==> config.mk <==
export PLATFORM = sky130hd
export DESIGN_NAME = ysyx_22040729_div_seq
export DESIGN_NICKNAME = d
export VERILOG_FILES = /design/src/rtl/ysyx_22040729_mdu_pkg.sv /design/src/rtl/ysyx_22040729_div_step.sv /design/src/rtl/ysyx_22040729_div_seq.sv
export SDC_FILE = /design/constraint.sdc
export NUM_CORES = 1
export LEC_CHECK = 0
export ABC_CLOCK_PERIOD_IN_PS = 4850
export CORE_MARGIN = 3
export CORE_UTILIZATION = 60
export CTS_CLUSTER_DIAMETER = 60
export DETAILED_ROUTE_END_ITERATION = 8
export PLACE_DENSITY = 0.84
export SYNTH_ARGS = -nofsm -noshare
export SYNTH_HDL_FRONTEND = slang
export SYNTH_SLANG_ARGS = --single-unit
==> constraint.sdc <==
create_clock -name clk -period 4.85 [get_ports clk]
set_clock_uncertainty 0.1 [all_clocks]
set_input_delay 0.97 -clock clk [delete_from_list [all_inputs] [get_ports clk]]
set_output_delay 0.97 -clock clk [all_outputs]
set_load 0.03 [all_outputs]
==> src/rtl/ysyx_22040729_mdu_pkg.sv <==
// Shared definitions for the RV64M multiply/divide unit.
// Holds the func3 encodings of the divide family, the divide sequencer
// state encoding and the iteration counter width helper.
package ysyx_22040729_mdu_pkg;

  localparam logic [2:0] DIV_F3  = 3'b100;
  localparam logic [2:0] DIVU_F3 = 3'b101;
  localparam logic [2:0] REM_F3  = 3'b110;
  localparam logic [2:0] REMU_F3 = 3'b111;

  localparam int MDU_XLEN = 64;

  typedef enum logic [1:0] {
    IDLE = 2'd0,
    CALC = 2'd1,
    FIX  = 2'd2,
    DONE = 2'd3
  } div_state_e;

  // Bits needed to count DATA_WIDTH iterations down to zero.
  function automatic int cnt_width(input int data_width);
    return $clog2(data_width);
  endfunction

endpackage

==> src/rtl/ysyx_22040729_div_step.sv <==
// One restoring-division iteration, purely combinational.
// Ports:
//   rem      current partial remainder (always < dvs)
//   quo      current dividend/quotient shift register
//   dvs      divisor magnitude
//   rem_nxt  partial remainder after this iteration
//   quo_nxt  shift register after this iteration, new quotient bit in bit 0
module ysyx_22040729_div_step #(
  parameter int DATA_WIDTH = 64
) (
  input  logic [DATA_WIDTH-1:0] rem,
  input  logic [DATA_WIDTH-1:0] quo,
  input  logic [DATA_WIDTH-1:0] dvs,
  output logic [DATA_WIDTH-1:0] rem_nxt,
  output logic [DATA_WIDTH-1:0] quo_nxt
);

  // Shifted remainder needs one extra bit: it can reach 2*dvs-1.
  logic [DATA_WIDTH:0] rem_sh;
  logic                ge;

  assign rem_sh = {rem, quo[DATA_WIDTH-1]};
  // Comparing on the widened value is the sign test of the trial subtraction;
  // when it succeeds the difference is below dvs, so the low bits suffice.
  assign ge      = (rem_sh >= {1'b0, dvs});
  assign rem_nxt = ge ? (rem_sh[DATA_WIDTH-1:0] - dvs) : rem_sh[DATA_WIDTH-1:0];
  assign quo_nxt = {quo[DATA_WIDTH-2:0], ge};

endmodule

==> src/rtl/ysyx_22040729_div_seq.sv <==
// Multi-cycle RV64M divide/remainder sequencer (DIV/DIVU/REM/REMU and W forms).
// Restoring shift-subtract, one quotient bit per cycle, RISC-V results for
// divide-by-zero and signed overflow.
// Ports:
//   clk, rst_n          clock, asynchronous active-low reset
//   flush               abort any in-flight op, return to IDLE
//   in_valid/in_ready   request handshake (src1, src2, func3, is_w)
//   out_valid/out_ready result handshake (result)
//   busy                sequencer not idle
module ysyx_22040729_div_seq
  import ysyx_22040729_mdu_pkg::*;
#(
  parameter int DATA_WIDTH = MDU_XLEN
) (
  input  logic                  clk,
  input  logic                  rst_n,
  input  logic                  flush,
  input  logic                  in_valid,
  output logic                  in_ready,
  input  logic [DATA_WIDTH-1:0] src1,
  input  logic [DATA_WIDTH-1:0] src2,
  input  logic [2:0]            func3,
  input  logic                  is_w,
  output logic                  out_valid,
  input  logic                  out_ready,
  output logic [DATA_WIDTH-1:0] result,
  output logic                  busy
);

  localparam int HW    = DATA_WIDTH / 2;
  localparam int CNT_W = cnt_width(DATA_WIDTH);
  localparam logic [CNT_W-1:0] CNT_FULL = CNT_W'(DATA_WIDTH - 1);
  localparam logic [CNT_W-1:0] CNT_HALF = CNT_W'(HW - 1);

  function automatic logic [DATA_WIDTH-1:0] sext_half(input logic [HW-1:0] v);
    return {{HW{v[HW-1]}}, v};
  endfunction

  // W results are always the sign-extended low half.
  function automatic logic [DATA_WIDTH-1:0] fix_w(input logic w,
                                                  input logic [DATA_WIDTH-1:0] v);
    return w ? sext_half(v[HW-1:0]) : v;
  endfunction

  function automatic logic [DATA_WIDTH-1:0] cond_neg(input logic neg,
                                                     input logic [DATA_WIDTH-1:0] v);
    return neg ? (~v + 1'b1) : v;
  endfunction

  div_state_e            state, state_nxt;
  logic [CNT_W-1:0]      cnt;
  logic [DATA_WIDTH-1:0] rem_q, quo_q, dvs_q, result_q;
  logic                  neg_q, neg_r, op_rem_q, is_w_q;
  logic [DATA_WIDTH-1:0] rem_nxt, quo_nxt;

  // Operand preparation for the request currently on the inputs.
  logic                  op_signed, op_rem, sign1, sign2;
  logic                  div_zero, ovf, special, accept;
  logic [DATA_WIDTH-1:0] a_ext, b_ext, mag_a, mag_b, min_val, special_val, quo_init;

  always_comb begin
    op_signed = (func3 == DIV_F3) || (func3 == REM_F3);
    op_rem    = (func3 == REM_F3) || (func3 == REMU_F3);
    a_ext     = src1;
    b_ext     = src2;
    if (is_w) begin
      a_ext = op_signed ? sext_half(src1[HW-1:0]) : {{HW{1'b0}}, src1[HW-1:0]};
      b_ext = op_signed ? sext_half(src2[HW-1:0]) : {{HW{1'b0}}, src2[HW-1:0]};
    end
    sign1   = op_signed & a_ext[DATA_WIDTH-1];
    sign2   = op_signed & b_ext[DATA_WIDTH-1];
    mag_a   = cond_neg(sign1, a_ext);
    mag_b   = cond_neg(sign2, b_ext);
    min_val = is_w ? sext_half({1'b1, {(HW-1){1'b0}}}) : {1'b1, {(DATA_WIDTH-1){1'b0}}};

    div_zero = (b_ext == '0);
    ovf      = op_signed && (a_ext == min_val) && (b_ext == '1);
    special  = div_zero || ovf;
    if (div_zero)
      special_val = op_rem ? a_ext : '1;
    else
      special_val = op_rem ? '0 : a_ext;

    // W ops park the 32-bit magnitude in the upper half so that 32 shifts
    // consume exactly those bits and leave the quotient in the low half.
    quo_init = is_w ? {mag_a[HW-1:0], {HW{1'b0}}} : mag_a;

    accept = (state == IDLE) && in_valid && !flush;
  end

  ysyx_22040729_div_step #(
    .DATA_WIDTH(DATA_WIDTH)
  ) u_step (
    .rem    (rem_q),
    .quo    (quo_q),
    .dvs    (dvs_q),
    .rem_nxt(rem_nxt),
    .quo_nxt(quo_nxt)
  );

  always_ff @(posedge clk or negedge rst_n) begin
    if (!rst_n) state <= IDLE;
    else        state <= state_nxt;
  end

  always_comb begin
    state_nxt = state;
    case (state)
      IDLE: if (accept) state_nxt = special ? DONE : CALC;
      CALC: if (cnt == '0) state_nxt = FIX;
      FIX:  state_nxt = DONE;
      DONE: if (out_ready) state_nxt = IDLE;
      default: state_nxt = IDLE;
    endcase
    if (flush) state_nxt = IDLE;
  end

  always_ff @(posedge clk or negedge rst_n) begin
    if (!rst_n) begin
      cnt      <= '0;
      rem_q    <= '0;
      quo_q    <= '0;
      dvs_q    <= '0;
      result_q <= '0;
      neg_q    <= 1'b0;
      neg_r    <= 1'b0;
      op_rem_q <= 1'b0;
      is_w_q   <= 1'b0;
    end else if (accept) begin
      cnt      <= is_w ? CNT_HALF : CNT_FULL;
      rem_q    <= '0;
      quo_q    <= quo_init;
      dvs_q    <= mag_b;
      neg_q    <= sign1 ^ sign2;
      neg_r    <= sign1;
      op_rem_q <= op_rem;
      is_w_q   <= is_w;
      if (special) result_q <= fix_w(is_w, special_val);
    end else if (!flush && state == CALC) begin
      // iteration stage
      rem_q <= rem_nxt;
      quo_q <= quo_nxt;
      cnt   <= cnt - CNT_W'(1);
    end else if (!flush && state == FIX) begin
      // sign correction / W extension stage
      result_q <= fix_w(is_w_q, op_rem_q ? cond_neg(neg_r, rem_q) : cond_neg(neg_q, quo_q));
    end
  end

  assign in_ready  = (state == IDLE);
  assign out_valid = (state == DONE);
  assign busy      = (state != IDLE);
  assign result    = result_q;

endmodule

After elaboration in Yosys (flattened, before gate mapping)
Cells that the tools add are included.

operators by class
  eq/ne operators = 13
  $lt $le $gt $ge = 1
  add/subtract/negate cells = 6
  bitwise gates (word level) = 7
  mux-type cells = 34
  reductions and logical operators = 18

operator list
  operator                                                                 count
  64-bit 2-to-1 mux                                                        24
  64-bit by 1-bit adder with 64-bit output, second input constant          4
  64-bit NOT                                                               4
  65-bit by 64-bit >= comparator with 1-bit output                         1
  64-bit equality test                                                     1
  64-bit equality test, second input constant                              1
  64-bit logical NOT                                                       1
  64-bit subtractor                                                        1
  63-bit 2-to-1 mux                                                        1
  6-bit 2-to-1 mux                                                         3
  2-bit 2-to-1 mux                                                         5
  3-bit equality test, second input constant                               3
  2-bit one-hot mux with 4 select lines                                    1
  1-bit logical AND                                                        6
  6-bit logical NOT                                                        1
  3-bit by 2-bit inequality test with 1-bit output, second input constant  2
  3-bit AND reduction                                                      2
  2-bit nonzero test                                                       3
  6-bit by 1-bit subtractor with 6-bit output, second input constant       1
  2-bit equality test, second input constant                               2
  2-bit inequality test, second input constant                             2
  1-bit logical OR                                                         3
  3-bit inequality test, second input constant                             1
  1-bit AND                                                                2
  other kinds (4)                                                          4

storage, ports and cells
  output and inout bits = 67
  word-level logic and storage cells = 89
  bits of input ports = 137
  register bits after elaboration = 268

Logic depth before layout (Yosys ltp)
  depth in word-level cells = 12
  gate-level depth with buffers = 17
  gate-level depth less buffers = 15

Modules after synthesis
From an unflattened synthesis, not the netlist that was laid out.

second synthesis, totals
  cells, all modules = 3,169
  area total of the unflattened synthesis = 24,044.3 sq um

modules (own cells, without submodules)
  module                  instances  area each (sq um)  cells an instance  seq. area each (sq um)
  ysyx_22040729_div_seq   1          18,771.8           2,348              6,706.4
  ysyx_22040729_div_step  1          5,272.6            821                0.0

Worst setup path after synthesis
Ideal clock, no wire load.

  path kind = input to register
  start = in src1[12]
  end = reg result_q[59], in the netlist result[59]
  slack = 990 ps
  required time = 4,611 ps
  data arrival time = 3,621 ps
  stages = 11
  buffers on the path = 1
  library setup time = 139 ps
  path through = or4_4 -> nor4_4 -> nand2_1 -> or2_1 -> or4_1 -> o31a_1 -> o21ai_2 -> nand2_1 -> nor2_1 -> buf_2 -> a41oi_1

between the ends
  cells in the longest elaborated chain, start to end = 8

RTL lines
  item                                        RTL line                      text
  start, declared                             ysyx_22040729_div_seq.sv:20   input logic [DATA_WIDTH-1:0] src1,
  64-bit 2-to-1 mux                           ysyx_22040729_div_seq.sv:67   a_ext = op_signed ? sext_half(src1[HW-1:0]) : {{HW{1'b0}}, src1[HW-1:0]};
  64-bit 2-to-1 mux (*)                       ysyx_22040729_div_seq.sv:66   if (is_w) begin
  64-bit equality test (*)                    ysyx_22040729_div_seq.sv:77   ovf = op_signed && (a_ext == min_val) && (b_ext == '1);
  1-bit logical AND (*) (2 in a row)          ysyx_22040729_div_seq.sv:77
  1-bit logical OR (*)                        ysyx_22040729_div_seq.sv:78   special = div_zero || ovf;
  2-bit inequality test (no source line) (*)  --
  3-bit AND reduction (no source line) (*)    --
  end signal, assigned                        ysyx_22040729_div_seq.sv:138  if (special) result_q <= fix_w(is_w, special_val);
  end signal, assigned                        ysyx_22040729_div_seq.sv:146  result_q <= fix_w(is_w_q, op_rem_q ? cond_neg(neg_r, rem_q) : cond_neg(neg_q, quo_q));
  end, declared                               ysyx_22040729_div_seq.sv:52   logic [DATA_WIDTH-1:0] rem_q, quo_q, dvs_q, result_q;

Every way passes the cells marked *; elsewhere a longest branch is shown, timed or not.
A chain may end at the register's enable or synchronous reset.

Worst setup path after layout
  start = reg dvs_q[11]
  end = reg rem_q[24]

between the ends
  cells in the longest elaborated chain, start to end = 4
  elaborated cells on any way between the ends = 5
  those cells by class = 1 x add/sub; 1 x order compare; 3 x mux

RTL lines
  item                                                                                          RTL line                                                    text
  start, declared                                                                               ysyx_22040729_div_seq.sv:52
  start signal, assigned                                                                        ysyx_22040729_div_seq.sv:133                                dvs_q <= mag_b;
  64-bit subtractor / 65-bit by 64-bit >= comparator with 1-bit output (equally long branches)  ysyx_22040729_div_step.sv:26, ysyx_22040729_div_step.sv:25
  64-bit 2-to-1 mux (*)                                                                         ysyx_22040729_div_step.sv:26                                assign rem_nxt = ge ? (rem_sh[DATA_WIDTH-1:0] - dvs) : rem_sh[DATA_WIDTH-1:0];
  64-bit 2-to-1 mux (*)                                                                         ysyx_22040729_div_seq.sv:139                                end else if (!flush && state == CALC) begin
  64-bit 2-to-1 mux (*)                                                                         ysyx_22040729_div_seq.sv:129                                end else if (accept) begin
  end signal, assigned                                                                          ysyx_22040729_div_seq.sv:141                                rem_q <= rem_nxt;
  end, declared                                                                                 ysyx_22040729_div_seq.sv:52

Every way passes the cells marked *; elsewhere a longest branch is shown, timed or not. The select of a mux whose other input is x is not followed.

==> results.json <==
{
  "crit_slowest_cell": "a211o_4",
  "path_clk_slew_ns": 0.06,
  "drive_gt1_share_pct": 6.97,
  "crit_family": "compound AO/OA/AOI/OAI gates",
  "status": "finished, final reports clean",
  "slew_violations": 0,
  "cts_resized": 0,
  "worst-slew-pin-transition_ns": 0.977,
  "htree_levels": 2,
  "worst_slack_ns": 0.524,
  "hp-class": "input port to async pin",
  "clk_latency_ns": 0.57,
  "syn_area_um2": 23000,
  "grt_pass1_vias": 23400,
  "ys_seq_area_share_pct": 29.2,
  "clock_path_buffers": 3,
  "routedWlPerCell_um": 23.2,
  "fillers": 3112,
  "die_w_um": 202,
  "postCtsSetupBuffers": 0,
  "antenna_cells": 0,
  "cp_max_fo": 45,
  "route.detailed.vias_per_inst": 6.73,
  "end_kind": "flop",
  "max_stage_delay_ns": 0.63,
  "route.detailed.drc": 0,
  "fin_crit_sh_pct": 89.2,
  "ant_nets": 0,
  "grt_antenna_before_repair": 0,
  "power.density_nw_per_um2": 668,
  "portBuffers": 203,
  "grt_max_degree": 181,
  "vias": 24800,
  "nNetsFinal": 3359,
  "hpwl_um": 64700,
  "numCtsBuffers": 36,
  "cp.buffers_inverters": 2,
  "max_freq_mhz": 231,
  "fin_area_um2": 27000,
  "dieArea_um2": 40600,
  "timing.slew.headroom_pct": 34.9,
  "mostFrequentLayoutCell": "o21ai_0",
  "dp_slack_ns": 0.0834,
  "ys_async_sr_fraction_pct": 100,
  "crit_type": "flop to flop",
  "cts_tree": "done",
  "drtIter0Drc": 3012,
  "final_cell_mix": "o21ai_0, a21oi_1, nand2_1, dfrtp_1, nor2_1",
  "netlist_instances": 2990,
  "synth_seq_cells": 268,
  "cts_hold_buf": 0,
  "synth_edf_count": 0,
  "firstDrtPassIters": 7,
  "ys_warn_count": 0,
  "period_needed_ns": 4.33,
  "groute.usage.overall_pct": 40.7,
  "fin_hold_ws_ns": 0.380,
  "coreArea_um2": 37700,
  "rows": 71,
  "crit_top_cell": "o21ai_0",
  "overflow": 0,
  "grt_first_pass_wirelength_um": 132000,
  "cp.arrival_ns": 4.67,
  "synthFlopType": "dfrtp_1",
  "max-vdd-ir-drop_uv": 445,
  "hold_viol_final": 0,
  "crit_required_ns": 5.19,
  "initial_utilization_pct": 61.0,
  "crit_chain": "inv_1 > ha_1 > a21o_1 > a31o_2 > a221o_1 > o21ai_1 > nand4_1 > a31oi_1 > a21oi_1 > a211o_4 > buf_12 > o21ai_0 > o21ai_0",
  "p_leak_nw": 10.8,
  "total_power_mw": 18.1,
  "syn_to_final_growth_pct": 17.7,
  "avgSynthCellArea_um2": 7.68,
  "rsz0062_at_grt": "false",
  "cap_violations": 0,
  "tns_ns": 0,
  "io_pins": 204,
  "yosys.cell_types.count": 84,
  "finalWeightedCongestion": 1.06,
  "fp.dieH_um": 202,
  "startpoint_type": "flop",
  "cts-root-buf": "clkbuf_16",
  "setup_viol": 0,
  "cts.sinks": 268,
  "wirelength_um": 85400,
  "syn_nets": 3203,
  "place_area_um2": 25800
}
logic make-up after synthesis:
| group | share of synthesized area (%) |
|---|---|
| and+or+nand+nor | 18.0 |
| xor gates and xnor gates | 11.6 |
| adders and majority gates | 4.22 |
| AOI/OAI and AO/OA | 27.5 |
| buffers and inverters | 5.17 |
| muxes | 4.26 |
| DFF | 29.2 |
worst paths after layout:
path	from	endpoint	slack [ns]	cells after the start
worst max-delay path	dvs_q[11]	rem_q[24]	0.52	13
worst min register to register	dvs_q[59]	dvs_q[59]	0.38	2
min in group clk	dvs_q[59]	dvs_q[59]	0.38	2
worst min-delay path	rst_n	result[20]	0.38	1
max in group asynchronous	rst_n	result[55]	3.22	2
worst max register to register	dvs_q[11]	rem_q[24]	0.52	13
registers in the layout, indices dropped and copies added (netlist names):
signal    cells
dvs_q        64
quo_q        64
rem_q        64
result       64
cnt           6
state         2
is_w_q        1
neg_q         1
neg_r         1
op_rem_q      1
per-stage QoR:
step / std cells / utilization (%)
6_report: 3684 / 71.7
5_1_grt: 3684 / 71.7
4_1_cts: 3684 / 71.7
3_5_place_dp: 3619 / 68.6
3_3_place_gp: 3619 / 68.6
2_1_floorplan: 2990 / -
cells in the mapped netlist, types with 49 or more instances:
cell type / instances / share of area [%]
a21oi_1: 331 / 7.2
clkbuf_1: 163 / 2.7
dfrtp_1: 268 / 29
ha_1: 75 / 4.1
inv_1: 107 / 1.7
mux2i_1: 91 / 4.0
nand2_1: 310 / 5.1
nand3_1: 57 / 1.2
nor2_1: 242 / 4.0
nor3_1: 49 / 1.1
o21ai_0: 344 / 7.5
o31ai_1: 64 / 2.1
xnor2_1: 167 / 6.4
xor2_1: 137 / 5.2
where the power goes:
part | leakage, nW | internal [mW] | total [mW] | switching (mW)
clock | 0.582 | 1.56 | 2.67 | 1.10
combinational | 6.84 | 4.43 | 10.9 | 6.51
sequential | 3.37 | 3.16 | 4.45 | 1.29
worst reg2reg max path, delay by kind of cell (launching register included):
kind / cells / cell delay (ns)
adder cells (fa/ha/maj): 1 / 0.29
AO/OA/AOI/OAI: 9 / 2.81
flip-flops: 1 / 0.37
AND/OR/NAND/NOR: 1 / 0.24
buffers and inverters: 2 / 0.40
cell type report:
type,count,area [um^2],share of cell area (%)
Clock inverter,19,169,0.625
Inverter,108,405,1.50
Multi-Input combinational cell,2417,15100,55.9
Tap cell,511,639,2.37
Clock buffer,46,1020,3.77
Timing Repair Buffer,315,2970,11.0
Sequential cell,268,6710,24.8
routing by layer:
metal  vias to the layer above  track usage (%)  routed length [um]
li1                      11100                -                   -
met4                         0             20.0                4870
met5                         -                0                   0
met2                      1726             61.8               37200
met3                       278             8.36               10100
met1                     11700             55.4               33300
Note: power is estimated with default switching activity, not from simulation.
==> RTL change: new RTL, same flow settings <==
Change the package constant `MDU_XLEN` from 64 to 32.
--- a/src/rtl/ysyx_22040729_mdu_pkg.sv
+++ b/src/rtl/ysyx_22040729_mdu_pkg.sv
@@ -9,5 +9,5 @@
   localparam logic [2:0] REMU_F3 = 3'b111;
 
-  localparam int MDU_XLEN = 64;
+  localparam int MDU_XLEN = 32;
 
   typedef enum logic [1:0] {
Interface: changed (resized result, src1 and src2); port bits go from 204 to 108. No check against the original RTL was run, so the function may have changed too.
==> RTL change against the unedited design <==
  * First-iteration DRC count decreased by 53%
  * Sequential share of layout area increased by 0.88 points
  * Routed wire length decreased by 57%
  * Sequential power decreased by 47%
  * Setup slack improved by 0.027 ns
  * Register-to-register slack improved by 0.55 ns
  * Critical path depth decreased by 3
  * Total power decreased by 47%
  * Sequential cell count decreased by 129
  * Largest power group unchanged
  * Combinational power decreased by 47%
  * Final area decreased by 50%
  * Area after synthesis decreased by 49%
==> RTL change: results (changes against the unedited design) <==
sequential share of cell area=25.70% (+0.88 points); Lkg Pwr=5.468 nW (-49%); Clock-cell share=4.530% (+0.13 points); Fmax=0.2326 GHz (+0.63%); Fillers=1534 (-51%); clock tree buffer depth=2 (-1); run status=finished clean; H-tree Lvls=4 (+2); number of global-route vias before repair=11110 (-52%); Worst R2R End=rem_q[0]; Hold Crit Class=reg2reg; final hold slack=0.3749 ns (-0.005177 ns); met3 routed WL=3410 um (-66%); worst setup path end=quo_q[28]; nets@finish=1661 (-51%); clock buffers=21 (-54%); DP HPWL=26860 um (-59%); R2R Setup Slk=1.07 ns (+0.55 ns); GRT met2 Usage=53.71% (-8.1 points); Max VDD drop=0.0004479 V (+0.68%); CTS Buf Count=17 (-53%); GR Layer Usage met3=6.309% (-2.1 points); worst slew pin tran=1.264 ns (+0.2866 ns); met1 Use GR=47.39% (-8.1 points); pre-CTS setup slack=0.3002 ns (+0.2168 ns); Routability Congestion=0.9968 (-5.7%); I/O Buffers=107 (-47%); Non-clk invs=58 (-46%); non-clk buf share=9.828% (-1.2 points); Buffers, non-clock=138 (-56%); CTS sink cnt=139 (-48%); 1st-pass router iterations=5 (-2); R2R Path Start=rem_q[1]; Syn Nets=1590 (-50%); comb_multi_in=1190 (-51%); detail-routed net length per standard cell=20.20 um (-13%); clock latency on the worst-skew pair=0.43 ns (-0.14 ns); synth cell count leaders=nand2_1, a21oi_1, nor2_1; WL met1=15220 um (-54%)
RTL change: cell count changes after synthesis, moves of 32 or more:
cell	delta
xnor2_1	-96
inv_1	-49
mux2i_1	-57
nand2_1	-152
nor2_1	-99
nand3_1	-43
clkbuf_1	-89
o21ai_0	-217
xor2_1	-61
dfrtp_1	-129
a21oi_1	-187
ha_1	-32
RTL change: per-stage QoR:
stage | power (mW) | instance area [um2] | cells | util [%]
finish | 9.573 | 13530 | 1817 | 71.63
global route | 10.28 | 13530 | 1817 | 71.63
CTS | 9.470 | 13530 | 1817 | 71.63
detailed placement | 8.028 | 12920 | 1785 | 68.38
global placement | 7.888 | 12920 | 1785 | 68.38
floorplan | 6.449 | 11620 | 1473 | -
RTL change: cell families (layout without fill, tap and decap cells):
| family | after synthesis | count (layout) | share of synthesized area (%) |
|---|---|---|---|
| buffers and inverters | 144 | 228 | 5.201 |
| muxes | 36 | 36 | 3.123 |
| adders and majority gates | 53 | 53 | 5.578 |
| xor gates and xnor gates | 147 | 147 | 11.08 |
| and+or+nand+nor | 461 | 461 | 18.44 |
| DFF | 139 | 139 | 29.94 |
| AOI/OAI and AO/OA | 493 | 493 | 26.64 |
RTL change: worst max-delay path, stage by stage:
cell             delay, ns
clkdlybuf4s50_1       0.51
or4_1                 0.61
nor4_1                0.59
nand2_1               0.28
nor3_1                0.48
o21ai_0               0.25
or4b_1                0.51
o2111ai_1             0.11
a21oi_1               0.09
a21oi_1               0.15
RTL change: report_power, final:
| group | leakage (nW) | switching (mW) | total, mW | internal [mW] |
|---|---|---|---|---|
| Sequential | 1.74 | 0.690 | 2.37 | 1.68 |
| Clock | 0.285 | 0.550 | 1.37 | 0.818 |
| Combinational | 3.44 | 3.40 | 5.83 | 2.43 |
| Total | 5.47 | 4.64 | 9.57 | 4.93 |
